File: src/rtl/ir_key_pkg.sv
// Shared types and default constants for the IR key mapper.
package ir_key_pkg;

  typedef enum logic [1:0] {
    ST_IDLE  = 2'd0,
    ST_PULSE = 2'd1,
    ST_LOCK  = 2'd2,
    ST_HOLD  = 2'd3
  } state_t;

  localparam logic [1:0] DIFF_MIN = 2'd1;
  localparam logic [1:0] DIFF_MAX = 2'd3;
  localparam int         NUM_DIFF = int'(DIFF_MAX);

  localparam int                   DEF_NUM_KEYS    = 7;
  localparam logic [7*8-1:0]       DEF_KEY_CODES   = {8'h40, 8'h4a, 8'h42, 8'h43, 8'h44, 8'h15, 8'h46};
  localparam logic [6:0]           DEF_TOGGLE_MASK = 7'b0001111;
  localparam logic [NUM_DIFF*8-1:0] DEF_DIFF_CODES = {8'h0d, 8'h19, 8'h16};

  // Index width that stays legal for a single-entry table.
  function automatic int idx_width(int n);
    return (n > 1) ? $clog2(n) : 1;
  endfunction

endpackage

File: src/rtl/ir_code_match.sv
// Combinational code-table lookup: key table first, then difficulty table.
// The lowest matching index wins in each table.
module ir_code_match
  import ir_key_pkg::*;
#(
  parameter int                      NUM_KEYS   = DEF_NUM_KEYS,
  parameter logic [NUM_KEYS*8-1:0]   KEY_CODES  = DEF_KEY_CODES,
  parameter logic [NUM_DIFF*8-1:0]   DIFF_CODES = DEF_DIFF_CODES,
  parameter int                      IDX_W      = idx_width(NUM_KEYS)
) (
  input  logic [7:0]       code,
  output logic             key_hit,
  output logic [IDX_W-1:0] key_idx,
  output logic             diff_hit,
  output logic [1:0]       diff_val
);

  // Key table scan from the top down so the lowest index overrides.
  always_comb begin
    key_hit = 1'b0;
    key_idx = '0;
    for (int i = NUM_KEYS - 1; i >= 0; i--) begin
      if (KEY_CODES[i*8 +: 8] == code) begin
        key_hit = 1'b1;
        key_idx = IDX_W'(i);
      end
    end
  end

  // Difficulty table scan; entry j selects difficulty j+1.
  always_comb begin
    diff_hit = 1'b0;
    diff_val = DIFF_MIN;
    for (int j = NUM_DIFF - 1; j >= 0; j--) begin
      if (DIFF_CODES[j*8 +: 8] == code) begin
        diff_hit = 1'b1;
        diff_val = 2'(j + 1);
      end
    end
  end

endmodule

File: src/rtl/ir_key_mapper.sv
// IR key mapper: NEC command bytes -> one-hot key pulses, toggle levels, difficulty.
// Optional auto-repeat on NEC repeat frames when IR_KEY_AUTO_REPEAT_EN is defined.
//
//   state | meaning
//   IDLE  | waiting for a frame strobe
//   PULSE | driving key_pulse for PULSE_CYCLES cycles
//   LOCK  | difficulty load or toggle-off lockout, no pulse
//   HOLD  | auto-repeat only: key held, counting repeat frames
module ir_key_mapper
  import ir_key_pkg::*;
#(
  parameter int                    NUM_KEYS     = DEF_NUM_KEYS,
  parameter logic [NUM_KEYS*8-1:0] KEY_CODES    = DEF_KEY_CODES,
  parameter logic [NUM_KEYS-1:0]   TOGGLE_MASK  = DEF_TOGGLE_MASK,
  parameter logic [NUM_DIFF*8-1:0] DIFF_CODES   = DEF_DIFF_CODES,
  parameter int                    PULSE_CYCLES = 5000,
  parameter int                    RPT_SKIP     = 2,
  parameter int                    RPT_TIMEOUT  = 600000
) (
  input  logic                sys_clk,
  input  logic                sys_rst,
  input  logic [7:0]          ir_code,
  input  logic                ir_vld,
  input  logic                ir_rpt,
  output logic [NUM_KEYS-1:0] key_pulse,
  output logic [NUM_KEYS-1:0] key_hold,
  output logic [1:0]          diff,
  output logic                busy
);

  localparam int               IDX_W    = idx_width(NUM_KEYS);
  localparam int               CNT_W    = $clog2(PULSE_CYCLES);
  localparam logic [CNT_W-1:0] CNT_LAST = CNT_W'(PULSE_CYCLES - 1);

  state_t              state, state_nx;
  logic [CNT_W-1:0]    cnt, cnt_nx;
  logic [NUM_KEYS-1:0] pulse_nx, hold_nx;
  logic [1:0]          diff_nx;
  logic                key_hit, diff_hit;
  logic [IDX_W-1:0]    key_idx;
  logic [1:0]          diff_val;

`ifdef IR_KEY_AUTO_REPEAT_EN
  localparam int               RPT_W    = idx_width(RPT_SKIP + 1);
  localparam logic [RPT_W-1:0] RPT_LAST = RPT_W'(RPT_SKIP);
  localparam int               TMO_W    = idx_width(RPT_TIMEOUT);
  localparam logic [TMO_W-1:0] TMO_LAST = TMO_W'(RPT_TIMEOUT - 1);

  logic [IDX_W-1:0] hold_idx, idx_nx;
  logic [RPT_W-1:0] rpt_cnt, rpt_nx;
  logic [TMO_W-1:0] tmo_cnt, tmo_nx;
`else
  logic unused_rpt_cfg;
  assign unused_rpt_cfg = ^{ir_rpt, RPT_SKIP, RPT_TIMEOUT};
`endif

  ir_code_match #(
    .NUM_KEYS   (NUM_KEYS),
    .KEY_CODES  (KEY_CODES),
    .DIFF_CODES (DIFF_CODES),
    .IDX_W      (IDX_W)
  ) u_match (
    .code     (ir_code),
    .key_hit  (key_hit),
    .key_idx  (key_idx),
    .diff_hit (diff_hit),
    .diff_val (diff_val)
  );

  // Next-state and next-output logic; a new frame is only taken while idle (or holding).
  always_comb begin
    state_nx = state;
    cnt_nx   = cnt;
    pulse_nx = key_pulse;
    hold_nx  = key_hold;
    diff_nx  = diff;
`ifdef IR_KEY_AUTO_REPEAT_EN
    idx_nx   = hold_idx;
    rpt_nx   = rpt_cnt;
    tmo_nx   = tmo_cnt;
`endif
    case (state)
      ST_PULSE: begin
        if (cnt == CNT_LAST) begin
          cnt_nx   = '0;
          pulse_nx = '0;
          state_nx = ST_IDLE;
`ifdef IR_KEY_AUTO_REPEAT_EN
          if (!TOGGLE_MASK[hold_idx]) begin
            state_nx = ST_HOLD;
            tmo_nx   = TMO_LAST;
          end
`endif
        end else begin
          cnt_nx = cnt + CNT_W'(1);
        end
      end
      ST_LOCK: begin
        if (cnt == CNT_LAST) begin
          cnt_nx   = '0;
          state_nx = ST_IDLE;
        end else begin
          cnt_nx = cnt + CNT_W'(1);
        end
      end
`ifdef IR_KEY_AUTO_REPEAT_EN
      ST_HOLD: begin
        if (ir_rpt) begin
          tmo_nx = TMO_LAST;
          if (rpt_cnt == RPT_LAST) begin
            state_nx = ST_PULSE;
            cnt_nx   = '0;
            pulse_nx = NUM_KEYS'(1) << hold_idx;
          end else begin
            rpt_nx = rpt_cnt + RPT_W'(1);
          end
        end else if (tmo_cnt == '0) begin
          state_nx = ST_IDLE;
        end else begin
          tmo_nx = tmo_cnt - TMO_W'(1);
        end
      end
`endif
      default: ;
    endcase

    // ir_vld takes priority over a coincident ir_rpt in HOLD.
    if (ir_vld && (state == ST_IDLE || state == ST_HOLD)) begin
      if (key_hit) begin
        cnt_nx = '0;
`ifdef IR_KEY_AUTO_REPEAT_EN
        idx_nx = key_idx;
        rpt_nx = '0;
`endif
        if (TOGGLE_MASK[key_idx] && key_hold[key_idx]) begin
          hold_nx  = '0;
          pulse_nx = '0;
          state_nx = ST_LOCK;
        end else begin
          if (TOGGLE_MASK[key_idx]) hold_nx = NUM_KEYS'(1) << key_idx;
          pulse_nx = NUM_KEYS'(1) << key_idx;
          state_nx = ST_PULSE;
        end
      end else if (diff_hit) begin
        diff_nx  = diff_val;
        pulse_nx = '0;
        cnt_nx   = '0;
        state_nx = ST_LOCK;
      end
    end
  end

  // State and output registers with synchronous reset.
  always_ff @(posedge sys_clk) begin
    if (sys_rst) begin
      state     <= ST_IDLE;
      cnt       <= '0;
      key_pulse <= '0;
      key_hold  <= '0;
      diff      <= DIFF_MIN;
`ifdef IR_KEY_AUTO_REPEAT_EN
      hold_idx  <= '0;
      rpt_cnt   <= '0;
      tmo_cnt   <= '0;
`endif
    end else begin
      state     <= state_nx;
      cnt       <= cnt_nx;
      key_pulse <= pulse_nx;
      key_hold  <= hold_nx;
      diff      <= diff_nx;
`ifdef IR_KEY_AUTO_REPEAT_EN
      hold_idx  <= idx_nx;
      rpt_cnt   <= rpt_nx;
      tmo_cnt   <= tmo_nx;
`endif
    end
  end

  assign busy = (state != ST_IDLE);

endmodule

File: config.mk
export PLATFORM = sky130hd
export DESIGN_NAME = ir_key_mapper
export DESIGN_NICKNAME = d
export VERILOG_FILES = /design/src/rtl/ir_key_pkg.sv /design/src/rtl/ir_code_match.sv /design/src/rtl/ir_key_mapper.sv
export SDC_FILE = /design/constraint.sdc
export NUM_CORES = 1
export LEC_CHECK = 0
export CORE_ASPECT_RATIO = 1.25
export CORE_MARGIN = 1
export CORE_UTILIZATION = 50
export CTS_BUF_LIST = sky130_fd_sc_hd__clkbuf_2 sky130_fd_sc_hd__clkbuf_4 sky130_fd_sc_hd__clkbuf_8
export DETAILED_ROUTE_END_ITERATION = 8
export GPL_ROUTABILITY_DRIVEN = 0
export GPL_TIMING_DRIVEN = 0
export PLACE_DENSITY = 0.76
export SLEW_MARGIN = 10
export SYNTH_ARGS = -nofsm -noshare
export SYNTH_HDL_FRONTEND = slang
export SYNTH_SLANG_ARGS = --single-unit
File: constraint.sdc
create_clock -name sys_clk -period 6.3 [get_ports sys_clk]
set_input_delay 1.26 -clock sys_clk [delete_from_list [all_inputs] [get_ports sys_clk]]
set_output_delay 1.26 -clock sys_clk [all_outputs]
set_load 0.005 [all_outputs]
==> out/qor.txt, run 1 <==
Pleak = 0.753 nW
Slew Viols, Final = 0
Clock Skew = 5.67 ps
top cells by area, synth = dfxtp_1, nor2_1, xor2_1
die area = 0.00365 mm²
Seq/Total Area, Yosys = 36.4%
GRT Util Overall = 24.8%
total CTS buffers = 5
minimum clock period = 3370 ps
initial antenna violation count = 0
detailed placer's ending HPWL = 2960 µm
IO buf count = 24
Fillers = 282
normalized max-slew margin = 56.8%
Hold Path End = key_hold[6]$_SDFFE_PP0P_
status = finished clean
final setup fails = 0
clock buffer depth = 2
Core Region = 0.00322 mm²
reg-to-reg endpoint = key_pulse[5]$_SDFF_PP0_
Synth Flop Type = dfxtp_1
Max Cap Viol = 0
pre-CTS WS = 2650 ps
most common cell in the netlist = dfxtp_1
Hold Crit Start = key_hold[6]$_SDFFE_PP0P_
Crit path buffers/inverters = 1
Crit path depth = 7
gr ovfl total = 0
final total power = 0.000389 W
fraction of registers with async set/reset = 0%
post-synth top area share = 36.4%
area of the multi-input gates = 0.00101 mm²
Cell variety after synth = 56
power density over cell area = 187 mW/mm²
vias in the first global route = 1496
first-pass iteration count of the detailed router = 4
nets = 242
CTS Hold Buffers Added = 0
share of cells above drive strength 1 = 11.0%
DRC viols = 0
pin count of the biggest net entering global routing = 11
Worst-path clk slew = 60 ps
Setup crit end kind = register
crit-path cells = clkdlybuf4s50_1 > nor4b_4 > nand4b_1 > o21ai_2 > mux4_2 > a211o_1 > o31ai_2
Vert. Die Dim = 67.3 µm
Worst IR Drop VDD = 0.137 mV
DR iter-0 viols = 35
row cnt = 23
setup TNS = 0 ps
final hold vios = 0
post-synthesis cell count = 196
Mapped Nets = 211
post-synth top area cell = dfxtp_1
Worst EP arrival = 3570 ps
fin util = 64.5%
R2R depth = 9
worst skew pair latency = 280 ps
I/O Pins = 29
hold path depth = 1
R2R Setup Slk = 3720 ps
DR WL/cell = 14.7 µm
critical path's largest stage delay = 610 ps
final worst slack = 2930 ps
number of diodes = 0
crit path launch type = input pin
worst path required time = 6500 ps
Via density = 5.90
global-route wire length before repair = 6420 µm
Initial Utilization = 52.9%
CTS sink count = 31
Synth top cells by count = dfxtp_1, nor2_1, nand2_1
cell area after technology mapping = 0.00171 mm²
Area growth syn-to-layout = 21.9%
Avg Cell Area, Syn = 8.70 µm²
CP delay by family, top = compound AO/OA/AOI/OAI gates
Slew @ Worst Pin = 639 ps
kind of critical path = input pin to register
Yosys Warn Count = 0
Post-CTS Resized = 0
fmax = 297 MHz
Die X = 54.2 µm
worst r2r src = state[0]$_SDFF_PP0_
Post-synth EDFFs = 0
part of the cycle the worst path needs = 53.5%
root buf cell = clkbuf_8
CTS tree = yes
Post-CTS Setup Inserts = 0
RSZ-0062 raised after global routing = no
ANT nets after route = 0
Via Count = 1557
H-tree level count = 2
Min-Delay Path Class = register to register
FF+latch area = 621 µm²
Critical-path top delay cell = mux4_2
Yosys reg bits = 31
Critical Path Fanout Max = 8
routed wire length = 3870 µm
metal layers:
metal	vias up	global-route usage (%)	part of all wire (%)
li1	761	-	-
met1	746	26.7	42
met2	40	43.0	53
met3	10	6.53	3.6
met4	0	12.8	2.2
met5	-	0	0
placed cells by master, fill, tap and decap left out, types with 4 or more instances in the layout:
cell type / Yosys / layout
inv_1: 7 / 7
a21oi_1: 10 / 10
o21ai_1: 4 / 4
xor2_1: 8 / 8
xnor2_1: 5 / 5
clkbuf_1: 4 / 4
nor2_1: 26 / 26
nand3_1: 10 / 10
and4_1: 4 / 4
nand2_1: 13 / 13
dfxtp_1: 31 / 31
clkdlybuf4s50_1: 0 / 24
and2_1: 5 / 5
buf_2: 4 / 4
clkbuf_8: 0 / 6
nor2b_1: 4 / 4
nand4_1: 5 / 5
per-stage QoR:
| step | instances | hold slack [ps] | cell area (µm²) |
|---|---|---|---|
| 4_1_cts | 264 | 468 | 2080 |
| 6_report | 264 | 463 | 2080 |
| 2_1_floorplan | 196 | 455 | 1710 |
| 3_3_place_gp | 257 | 442 | 1990 |
| 3_5_place_dp | 257 | 453 | 1990 |
| 5_1_grt | 264 | 490 | 2080 |
where the power goes:
group | switching, W | internal, W | leakage (nW) | total, W
clock | 0.0000704 | 0.0000855 | 0.0470 | 0.000156
combinational | 0.0000206 | 0.0000147 | 0.457 | 0.0000353
sequential | 0.000000719 | 0.000197 | 0.250 | 0.000197
total | 0.0000917 | 0.000297 | 0.753 | 0.000389
layout make-up:
| cell class | count | area share (%) |
|---|---|---|
| sequential | 31 | 29.8 |
| tap | 37 | 2.23 |
| clock inverter | 1 | 0.241 |
| inverter | 7 | 1.26 |
| buffer | 10 | 2.41 |
| clock buffer | 6 | 3.97 |
| timing repair buffer | 24 | 11.6 |
| multi-input combinational | 148 | 48.5 |
state kept, by name (all words and copies together) (netlist names):
name and cells:
cnt 13, key_pulse 7, diff 2, state 2
key_hold 7
worst max path at each step:
stage,start,end,slack (ps)
after floorplan,ir_code[4],key_hold[0]$_SDFFE_PP0P_,3210
after global placement,ir_code[6],key_hold[0]$_SDFFE_PP0P_,2660
after global routing,ir_code[6],key_hold[0]$_SDFFE_PP0P_,2780
after CTS,ir_code[5],key_hold[0]$_SDFFE_PP0P_,2930
final,ir_code[5],key_hold[0]$_SDFFE_PP0P_,2930
after detailed placement,ir_code[5],key_hold[0]$_SDFFE_PP0P_,2650
cells by family (layout without fill, tap and decap cells):
family                     Yosys count  after routing  synth area share [%]
DFF                                 31             31                  36.4
adders and majority gates            3              3                  2.20
xor gates and xnor gates            13             13                  6.68
buffers and inverters               17             48                  4.48
AOI/OAI and AO/OA                   33             33                  14.6
muxes                                2              2                  1.91
and+or+nand+nor                     97             97                  33.7
Note: power is estimated with default switching activity, not from simulation.
==> inputs of run 2 (changes only) <==
clock period = 3.27 ns   (was 6.3 ns; I/O delays follow)
==> results of run 2 <==
The final DEF is identical to that of run 1. Status: finished clean.
Among the figures that moved: setup slack after placement 2650 ps -> 223 ps; setup slack after layout 2930 ps -> 505 ps; register-to-register setup slack 3720 ps -> 690 ps; total power 0.000389 W -> 0.000749 W; worst IR drop on VDD 0.137 mV -> 0.263 mV
